$ cat src/rtl/recompute_unit_if.sv
// Recompute-request channel: request, weight/data buffer reads and result stream.
// The slave modport is the unit's side; master is the initiator/buffer/corrector side.
interface recompute_unit_if #(
  parameter int DATA_W = 8,
  parameter int RC_W   = 4
);
  logic                  req_valid;
  logic                  req_ready;
  logic [RC_W-1:0]       req_row;
  logic [RC_W-1:0]       req_col;
  logic                  req_err;
  logic                  w_rd_en;
  logic [RC_W-1:0]       w_rd_row;
  logic [RC_W-1:0]       w_rd_col;
  logic [DATA_W-1:0]     w_rd_data;
  logic                  d_rd_en;
  logic [RC_W-1:0]       d_rd_row;
  logic [RC_W-1:0]       d_rd_idx;
  logic [DATA_W-1:0]     d_rd_data;
  logic                  res_valid;
  logic                  res_ready;
  logic [2*DATA_W-1:0]   res_data;
  logic [RC_W-1:0]       res_row;
  logic [RC_W-1:0]       res_col;
  logic [RC_W-1:0]       res_idx;
  logic                  res_last;

  modport slave (
    input  req_valid, req_row, req_col, w_rd_data, d_rd_data, res_ready,
    output req_ready, req_err, w_rd_en, w_rd_row, w_rd_col,
           d_rd_en, d_rd_row, d_rd_idx,
           res_valid, res_data, res_row, res_col, res_idx, res_last
  );

  modport master (
    output req_valid, req_row, req_col, w_rd_data, d_rd_data, res_ready,
    input  req_ready, req_err, w_rd_en, w_rd_row, w_rd_col,
           d_rd_en, d_rd_row, d_rd_idx,
           res_valid, res_data, res_row, res_col, res_idx, res_last
  );
endinterface

$ cat src/rtl/recompute_unit.sv
// Recomputes one faulty PE: reads W[row][col] once, streams D[row][k]*W for k=0..COLS-1.
// First result 4 cycles after accept, 3 cycles per element; a stalled result holds until res_ready.
module recompute_unit #(
  parameter int ROWS   = 4,
  parameter int COLS   = 4,
  parameter int DATA_W = 8,
  parameter int RC_W   = 4
) (
  input  logic             clk,
  input  logic             rst,
  input  logic             flush,
  output logic             busy,
  recompute_unit_if.slave  bus
);

  typedef enum logic [2:0] {S_IDLE, S_WRD, S_DRD, S_MUL, S_OUT} state_t;

  localparam logic [RC_W-1:0] ROW_MAX = RC_W'(ROWS - 1);
  localparam logic [RC_W-1:0] COL_MAX = RC_W'(COLS - 1);

  state_t                     state_q, state_d;
  logic [RC_W-1:0]            row_q, col_q, k_q;
  logic signed [DATA_W-1:0]   w_q;
  logic signed [DATA_W-1:0]   d_s;
  logic signed [2*DATA_W-1:0] prod;
  logic                       in_range;
  logic                       last_k;

  assign in_range = (bus.req_row <= ROW_MAX) && (bus.req_col <= COL_MAX);
  assign last_k   = (k_q == COL_MAX);
  assign d_s      = bus.d_rd_data;
  assign prod     = (2*DATA_W)'(d_s) * (2*DATA_W)'(w_q);

  always_comb begin
    state_d = state_q;
    case (state_q)
      S_IDLE:  if (bus.req_valid && in_range) state_d = S_WRD;
      S_WRD:   state_d = S_DRD;
      S_DRD:   state_d = S_MUL;
      S_MUL:   state_d = S_OUT;
      S_OUT:   if (bus.res_ready) state_d = last_k ? S_IDLE : S_DRD;
      default: state_d = S_IDLE;
    endcase
    if (flush) state_d = S_IDLE;
  end

  // Read addresses are gated by their strobes so the buffers see zeros when idle.
  always_comb begin
    bus.req_ready = (state_q == S_IDLE) && !flush;
    bus.w_rd_en   = (state_q == S_WRD);
    bus.w_rd_row  = bus.w_rd_en ? row_q : '0;
    bus.w_rd_col  = bus.w_rd_en ? col_q : '0;
    bus.d_rd_en   = (state_q == S_DRD);
    bus.d_rd_row  = bus.d_rd_en ? row_q : '0;
    bus.d_rd_idx  = bus.d_rd_en ? k_q   : '0;
    busy          = (state_q != S_IDLE);
  end

  always_ff @(posedge clk or negedge rst) begin
    if (!rst) begin
      state_q <= S_IDLE;
    end else begin
      state_q <= state_d;
    end
  end

  always_ff @(posedge clk or negedge rst) begin
    if (!rst) begin
      row_q         <= '0;
      col_q         <= '0;
      k_q           <= '0;
      w_q           <= '0;
      bus.req_err   <= 1'b0;
      bus.res_valid <= 1'b0;
      bus.res_data  <= '0;
      bus.res_row   <= '0;
      bus.res_col   <= '0;
      bus.res_idx   <= '0;
      bus.res_last  <= 1'b0;
    end else begin
      bus.req_err <= 1'b0;
      if (flush) begin
        k_q           <= '0;
        bus.res_valid <= 1'b0;
        bus.res_last  <= 1'b0;
      end else begin
        case (state_q)
          S_IDLE: begin
            if (bus.req_valid) begin
              row_q       <= bus.req_row;
              col_q       <= bus.req_col;
              k_q         <= '0;
              bus.req_err <= !in_range;
            end
          end
          // k is 0 only on the DRD pass that directly follows the weight read.
          S_DRD: if (k_q == '0) w_q <= bus.w_rd_data;
          S_MUL: begin
            bus.res_data  <= prod;
            bus.res_row   <= row_q;
            bus.res_col   <= col_q;
            bus.res_idx   <= k_q;
            bus.res_last  <= last_k;
            bus.res_valid <= 1'b1;
          end
          S_OUT: begin
            if (bus.res_ready) begin
              bus.res_valid <= 1'b0;
              bus.res_last  <= 1'b0;
              if (!last_k) k_q <= k_q + RC_W'(1);
            end
          end
          default: ;
        endcase
      end
    end
  end

endmodule

$ cat src/flat_wrapper.sv
// flat-port wrapper written by rule: the top's interface ports become plain ports
module recompute_unit_flat 
#(
  parameter int ROWS   = 4,
  parameter int COLS   = 4,
  parameter int DATA_W = 8,
  parameter int RC_W   = 4
)
  (clk, rst, flush, busy, bus_req_valid, bus_req_row, bus_req_col, bus_w_rd_data, bus_d_rd_data, bus_res_ready, bus_req_ready, bus_req_err, bus_w_rd_en, bus_w_rd_row, bus_w_rd_col, bus_d_rd_en, bus_d_rd_row, bus_d_rd_idx, bus_res_valid, bus_res_data, bus_res_row, bus_res_col, bus_res_idx, bus_res_last);
  recompute_unit_if #(.DATA_W(DATA_W), .RC_W(RC_W)) bus_i ();
  input  logic clk;
  input  logic rst;
  input  logic flush;
  output logic busy;
  input wire logic [$bits(bus_i.req_valid)-1:0] bus_req_valid;
  input wire logic [$bits(bus_i.req_row)-1:0] bus_req_row;
  input wire logic [$bits(bus_i.req_col)-1:0] bus_req_col;
  input wire logic [$bits(bus_i.w_rd_data)-1:0] bus_w_rd_data;
  input wire logic [$bits(bus_i.d_rd_data)-1:0] bus_d_rd_data;
  input wire logic [$bits(bus_i.res_ready)-1:0] bus_res_ready;
  output wire logic [$bits(bus_i.req_ready)-1:0] bus_req_ready;
  output wire logic [$bits(bus_i.req_err)-1:0] bus_req_err;
  output wire logic [$bits(bus_i.w_rd_en)-1:0] bus_w_rd_en;
  output wire logic [$bits(bus_i.w_rd_row)-1:0] bus_w_rd_row;
  output wire logic [$bits(bus_i.w_rd_col)-1:0] bus_w_rd_col;
  output wire logic [$bits(bus_i.d_rd_en)-1:0] bus_d_rd_en;
  output wire logic [$bits(bus_i.d_rd_row)-1:0] bus_d_rd_row;
  output wire logic [$bits(bus_i.d_rd_idx)-1:0] bus_d_rd_idx;
  output wire logic [$bits(bus_i.res_valid)-1:0] bus_res_valid;
  output wire logic [$bits(bus_i.res_data)-1:0] bus_res_data;
  output wire logic [$bits(bus_i.res_row)-1:0] bus_res_row;
  output wire logic [$bits(bus_i.res_col)-1:0] bus_res_col;
  output wire logic [$bits(bus_i.res_idx)-1:0] bus_res_idx;
  output wire logic [$bits(bus_i.res_last)-1:0] bus_res_last;
  assign bus_i.req_valid = bus_req_valid;
  assign bus_i.req_row = bus_req_row;
  assign bus_i.req_col = bus_req_col;
  assign bus_i.w_rd_data = bus_w_rd_data;
  assign bus_i.d_rd_data = bus_d_rd_data;
  assign bus_i.res_ready = bus_res_ready;
  assign bus_req_ready = bus_i.req_ready;
  assign bus_req_err = bus_i.req_err;
  assign bus_w_rd_en = bus_i.w_rd_en;
  assign bus_w_rd_row = bus_i.w_rd_row;
  assign bus_w_rd_col = bus_i.w_rd_col;
  assign bus_d_rd_en = bus_i.d_rd_en;
  assign bus_d_rd_row = bus_i.d_rd_row;
  assign bus_d_rd_idx = bus_i.d_rd_idx;
  assign bus_res_valid = bus_i.res_valid;
  assign bus_res_data = bus_i.res_data;
  assign bus_res_row = bus_i.res_row;
  assign bus_res_col = bus_i.res_col;
  assign bus_res_idx = bus_i.res_idx;
  assign bus_res_last = bus_i.res_last;
  recompute_unit #(.ROWS(ROWS), .COLS(COLS), .DATA_W(DATA_W), .RC_W(RC_W)) u_core (.clk(clk), .rst(rst), .flush(flush), .busy(busy), .bus(bus_i));
endmodule
$ cat config.mk
export PLATFORM = sky130hd
export DESIGN_NAME = recompute_unit_flat
export DESIGN_NICKNAME = d
export VERILOG_FILES = /design/src/rtl/recompute_unit_if.sv /design/src/rtl/recompute_unit.sv /design/src/flat_wrapper.sv
export SDC_FILE = /design/constraint.sdc
export NUM_CORES = 1
export LEC_CHECK = 0
export BUFFER_PORTS_ARGS = -buffer_cell sky130_fd_sc_hd__clkbuf_2
export CORE_MARGIN = 2
export CORE_UTILIZATION = 50
export DETAILED_ROUTE_END_ITERATION = 10
export PLACE_DENSITY = 0.72
export SYNTH_ARGS = -nofsm -noshare
export SYNTH_HDL_FRONTEND = slang
export SYNTH_SLANG_ARGS = --single-unit
$ cat constraint.sdc
create_clock -name clk -period 7.4 [get_ports clk]
set_input_delay 0.37 -clock clk [delete_from_list [all_inputs] [get_ports clk]]
set_output_delay 0.37 -clock clk [all_outputs]
set_load 0.02 [all_outputs]
==> flow_metrics.tcl <==
set metrics [dict create \
    run_status "completed" \
    syn-cell-area_sq_um 4820 \
    synth.yosys.warnings 0 \
    nNetsFinal 704 \
    ys_types 46 \
    edff_count_synth 0 \
    ctsHtreeMaxLevel 2 \
    worstPathMaxFanout 9 \
    synth_top_flop_cell "sky130_fd_sc_hd__dfrtp_1" \
    clk_path_buf_depth 2 \
    cp.arrival_ns 4.96 \
    detail_route.wl_per_cell_um 14.6 \
    grt_setup_unrepaired "no" \
    layout.area.seq_sq_um 1350 \
    gp_routability_congestion 0.869 \
    crit_path_start_kind "flip-flop" \
    synth.largest_area_cell "sky130_fd_sc_hd__dfrtp_1" \
    die_height_um 102 \
    critPathKind "reg -> reg" \
    numPortBuffers 79 \
    postSynthNetCount 625 \
    critical_path_data_required_time_ns 7.64 \
    synth_top_area_share_pct 28.0 \
    synth-async-reset-ratio_pct 100 \
    drcViolationCount 0 \
    post_cts.repair.setup_buffers 0 \
    max-cap-violations 0 \
    n_fill_cell 851 \
    worst_pin_slew_ns 0.998 \
    pin_count 80 \
    post_cts_hold_buffer_count 0 \
    grt_overflow 0 \
    hold_violations 0 \
    timing.final.crit_share_pct 63.9 \
    worst_setup_hold_path_clk_slew_ns 0.12 \
    power_per_cell_area_nw_per_um2 173 \
    synth_seq_area_share_pct 28.0 \
    cts-resized-gates 0 \
    multi_input_comb_area_sq_um 3080 \
    n_antenna_cell 0 \
    vdd.ir_drop.worst_uv 111 \
    yosys_register_bits 54 \
    grt_resource_usage_total_pct 22.3 \
    totalNegativeSetupSlack_ns 0 \
    stdcell_count 719 \
    drive_gt1_share_pct 18.8 \
    grt_antenna_before_repair 0 \
    hp-class "in -> async" \
    firstDrtPassIters 4 \
    period_minus_slack_ns 4.73 \
    clock_latency_ns 0.32 \
    avgSynthCellArea_sq_um 9.45 \
    synthTopCellsByArea "sky130_fd_sc_hd__dfrtp_1 28%, sky130_fd_sc_hd__fa_1 23%, sky130_fd_sc_hd__ha_1 8.0%" \
    route.antenna.remaining_nets 0 \
    design_area_sq_um 5460 \
    maxSlewHeadroom_pct 33.3 \
    die_width_um 102 \
    max_freq_mhz 212 \
    synth_most_common_cell "sky130_fd_sc_hd__inv_1" \
    initial_standard_cell_utilization_of_the_core_pct 51.9 \
    final-setup-viol-count 0 \
    routed_wirelength_mm 10.5 \
    pin_count_of_the_biggest_net_entering_global_routing 55 \
    rows 35 \
    route.vias.total 3649 \
    finClkSkew_ns 0.0151 \
    setup.worst_path.end_class "flip-flop" \
    cts-root-buf "sky130_fd_sc_hd__clkbuf_8" \
    placed_cell_area_sq_um 5350 \
    synth.top_cells.by_count "89 x sky130_fd_sc_hd__inv_1, 81 x sky130_fd_sc_hd__nand2_1, 57 x sky130_fd_sc_hd__and2_1, 55 x sky130_fd_sc_hd__fa_1, 54 x sky130_fd_sc_hd__dfrtp_1" \
    routed_via_density 5.08 \
    cts_buffers 5 \
    dp_hpwl_mm 8.37 \
    placed_cells 711 \
    drt_iter0_markers 127 \
    timing.final.max_slew_violations 0 \
    clkSinkCount 54 \
    cts_tree "done" \
    vias_in_the_first_global_route 3923 \
    placeable_core_region_sq_um 9280 \
    cellLeakagePower_nw 2.90 \
    fp.dieArea_sq_um 10400 \
    wire_length_of_the_first_global_routing_pass_mm 18.2 \
    syn-instance-count 510 \
    area_delta_synth_final_pct 13.4 \
]
## kinds of logic (layout without fill, tap and decap cells)
| kind of cell | Yosys count | in the layout | share of synthesized area (%) |
|---|---|---|---|
| AOI/OAI and AO/OA | 50 | 50 | 6.62 |
| xor gates and xnor gates | 13 | 13 | 2.36 |
| adders and majority gates | 86 | 86 | 30.9 |
| buffers and inverters | 99 | 179 | 8.00 |
| DFF | 54 | 54 | 28.0 |
| muxes | 16 | 16 | 3.74 |
| and+or+nand+nor | 192 | 192 | 20.4 |
## path summary, 6_finish.rpt
kind	to	cells after the start	from	slack, ns
max in group asynchronous	u_core.bus.res_idx[2]$_DFFE_PN0P_	2	rst	6.77
min in group clk	u_core.w_q[7]$_DFFE_PN0P_	2	bus_w_rd_data[7]	0.27
worst min register to register	u_core.bus.res_col[2]$_DFFE_PN0P_	2	u_core.bus.res_col[2]$_DFFE_PN0P_	0.49
worst max-delay path	u_core.bus.res_data[15]$_DFFE_PN0P_	16	u_core.w_q[2]$_DFFE_PN0P_	2.67
worst min-delay path	u_core.bus.req_err$_DFF_PN0_	2	rst	0.16
worst max register to register	u_core.bus.res_data[15]$_DFFE_PN0P_	16	u_core.w_q[2]$_DFFE_PN0P_	2.67
## power breakdown
part	internal [W]	leakage, nW	switching, W	total, W
sequential	0.000310	0.722	0.0000211	0.000331
combinational	0.000169	2.12	0.000234	0.000403
clock	0.000103	0.0587	0.000111	0.000214
## worst max-delay path, stage by stage, from the launching register on
cell and delay (ns):
sky130_fd_sc_hd__dfrtp_1 0.50, sky130_fd_sc_hd__nand2_1 0.15, sky130_fd_sc_hd__inv_1 0.10, sky130_fd_sc_hd__fa_1 0.65, sky130_fd_sc_hd__inv_1 0.15, sky130_fd_sc_hd__fa_1 0.55, sky130_fd_sc_hd__inv_1 0.05, sky130_fd_sc_hd__fa_1 0.53
sky130_fd_sc_hd__inv_1 0.06, sky130_fd_sc_hd__fa_1 0.53, sky130_fd_sc_hd__inv_1 0.04, sky130_fd_sc_hd__ha_1 0.24, sky130_fd_sc_hd__a21oi_1 0.31, sky130_fd_sc_hd__nand2_1 0.08, sky130_fd_sc_hd__or3_1 0.33, sky130_fd_sc_hd__and3_1 0.19
sky130_fd_sc_hd__o31ai_1 0.19
## through the flow
step | utilization (%) | total power [W] | setup slack [ns] | hold slack [ns]
after global placement | 57.6 | 0.000730 | 2.81 | 0.456
after global routing | 58.9 | 0.00103 | 2.39 | 0.239
final | 58.9 | 0.000948 | 2.67 | 0.159
after CTS | 58.9 | 0.000956 | 2.68 | 0.195
after floorplan | - | 0.000633 | 3.07 | 0.0744
after detailed placement | 57.6 | 0.000741 | 2.69 | 0.463
## final cells by class
| class | count | area share (%) |
|---|---|---|
| Tap cell | 129 | 2.95 |
| Multi-Input combinational cell | 357 | 56.4 |
| Timing Repair Buffer | 82 | 7.65 |
| Clock buffer | 5 | 1.26 |
| Inverter | 89 | 6.11 |
| Clock inverter | 3 | 0.870 |
| Sequential cell | 54 | 24.7 |
## state kept, by name, indices dropped and copies added (netlist names)
name	count
u_core.w_q	8
u_core.bus.res_data	16
u_core.k_q	4
u_core.row_q	4
u_core.bus.res_valid	1
u_core.state_q	3
u_core.bus.res_row	4
u_core.col_q	4
u_core.bus.req_err	1
u_core.bus.res_last	1
u_core.bus.res_col	4
u_core.bus.res_idx	4
## layout by cell type, fill, tap and decap left out, types with 2 or more instances in the layout
| cell | count |
|---|---|
| sky130_fd_sc_hd__o31ai_1 | 3 |
| sky130_fd_sc_hd__xor2_1 | 3 |
| sky130_fd_sc_hd__or4_1 | 3 |
| sky130_fd_sc_hd__ha_1 | 31 |
| sky130_fd_sc_hd__a21oi_1 | 7 |
| sky130_fd_sc_hd__o2111ai_1 | 2 |
| sky130_fd_sc_hd__o21ai_0 | 14 |
| sky130_fd_sc_hd__clkbuf_8 | 5 |
| sky130_fd_sc_hd__and3_1 | 3 |
| sky130_fd_sc_hd__buf_4 | 3 |
| sky130_fd_sc_hd__a211oi_1 | 2 |
| sky130_fd_sc_hd__a21o_1 | 2 |
| sky130_fd_sc_hd__inv_1 | 89 |
| sky130_fd_sc_hd__clkbuf_2 | 79 |
| sky130_fd_sc_hd__fa_1 | 55 |
| sky130_fd_sc_hd__o21a_1 | 3 |
| sky130_fd_sc_hd__nor3b_1 | 3 |
| sky130_fd_sc_hd__nor2b_1 | 3 |
| sky130_fd_sc_hd__nand3_1 | 7 |
| sky130_fd_sc_hd__a31oi_1 | 3 |
| sky130_fd_sc_hd__nor3_1 | 3 |
| sky130_fd_sc_hd__nand2_1 | 81 |
| sky130_fd_sc_hd__dfrtp_1 | 54 |
| sky130_fd_sc_hd__nand2b_1 | 8 |
| sky130_fd_sc_hd__and2_1 | 57 |
| sky130_fd_sc_hd__o211ai_1 | 4 |
| sky130_fd_sc_hd__nor2_1 | 11 |
| sky130_fd_sc_hd__mux2_2 | 16 |
| sky130_fd_sc_hd__nand4_1 | 2 |
| sky130_fd_sc_hd__o21ai_1 | 3 |
| sky130_fd_sc_hd__o21bai_1 | 2 |
| sky130_fd_sc_hd__or3_1 | 3 |
| sky130_fd_sc_hd__xnor2_1 | 10 |
## metal layers
layer	vias up	track usage [%]	routed length (um)
met4	0	5.44	138
met5	-	0	0
li1	1748	-	-
met2	96	37.8	5190
met3	10	4.10	556
met1	1795	29.8	4620
Note: power is estimated with default switching activity, not from simulation.
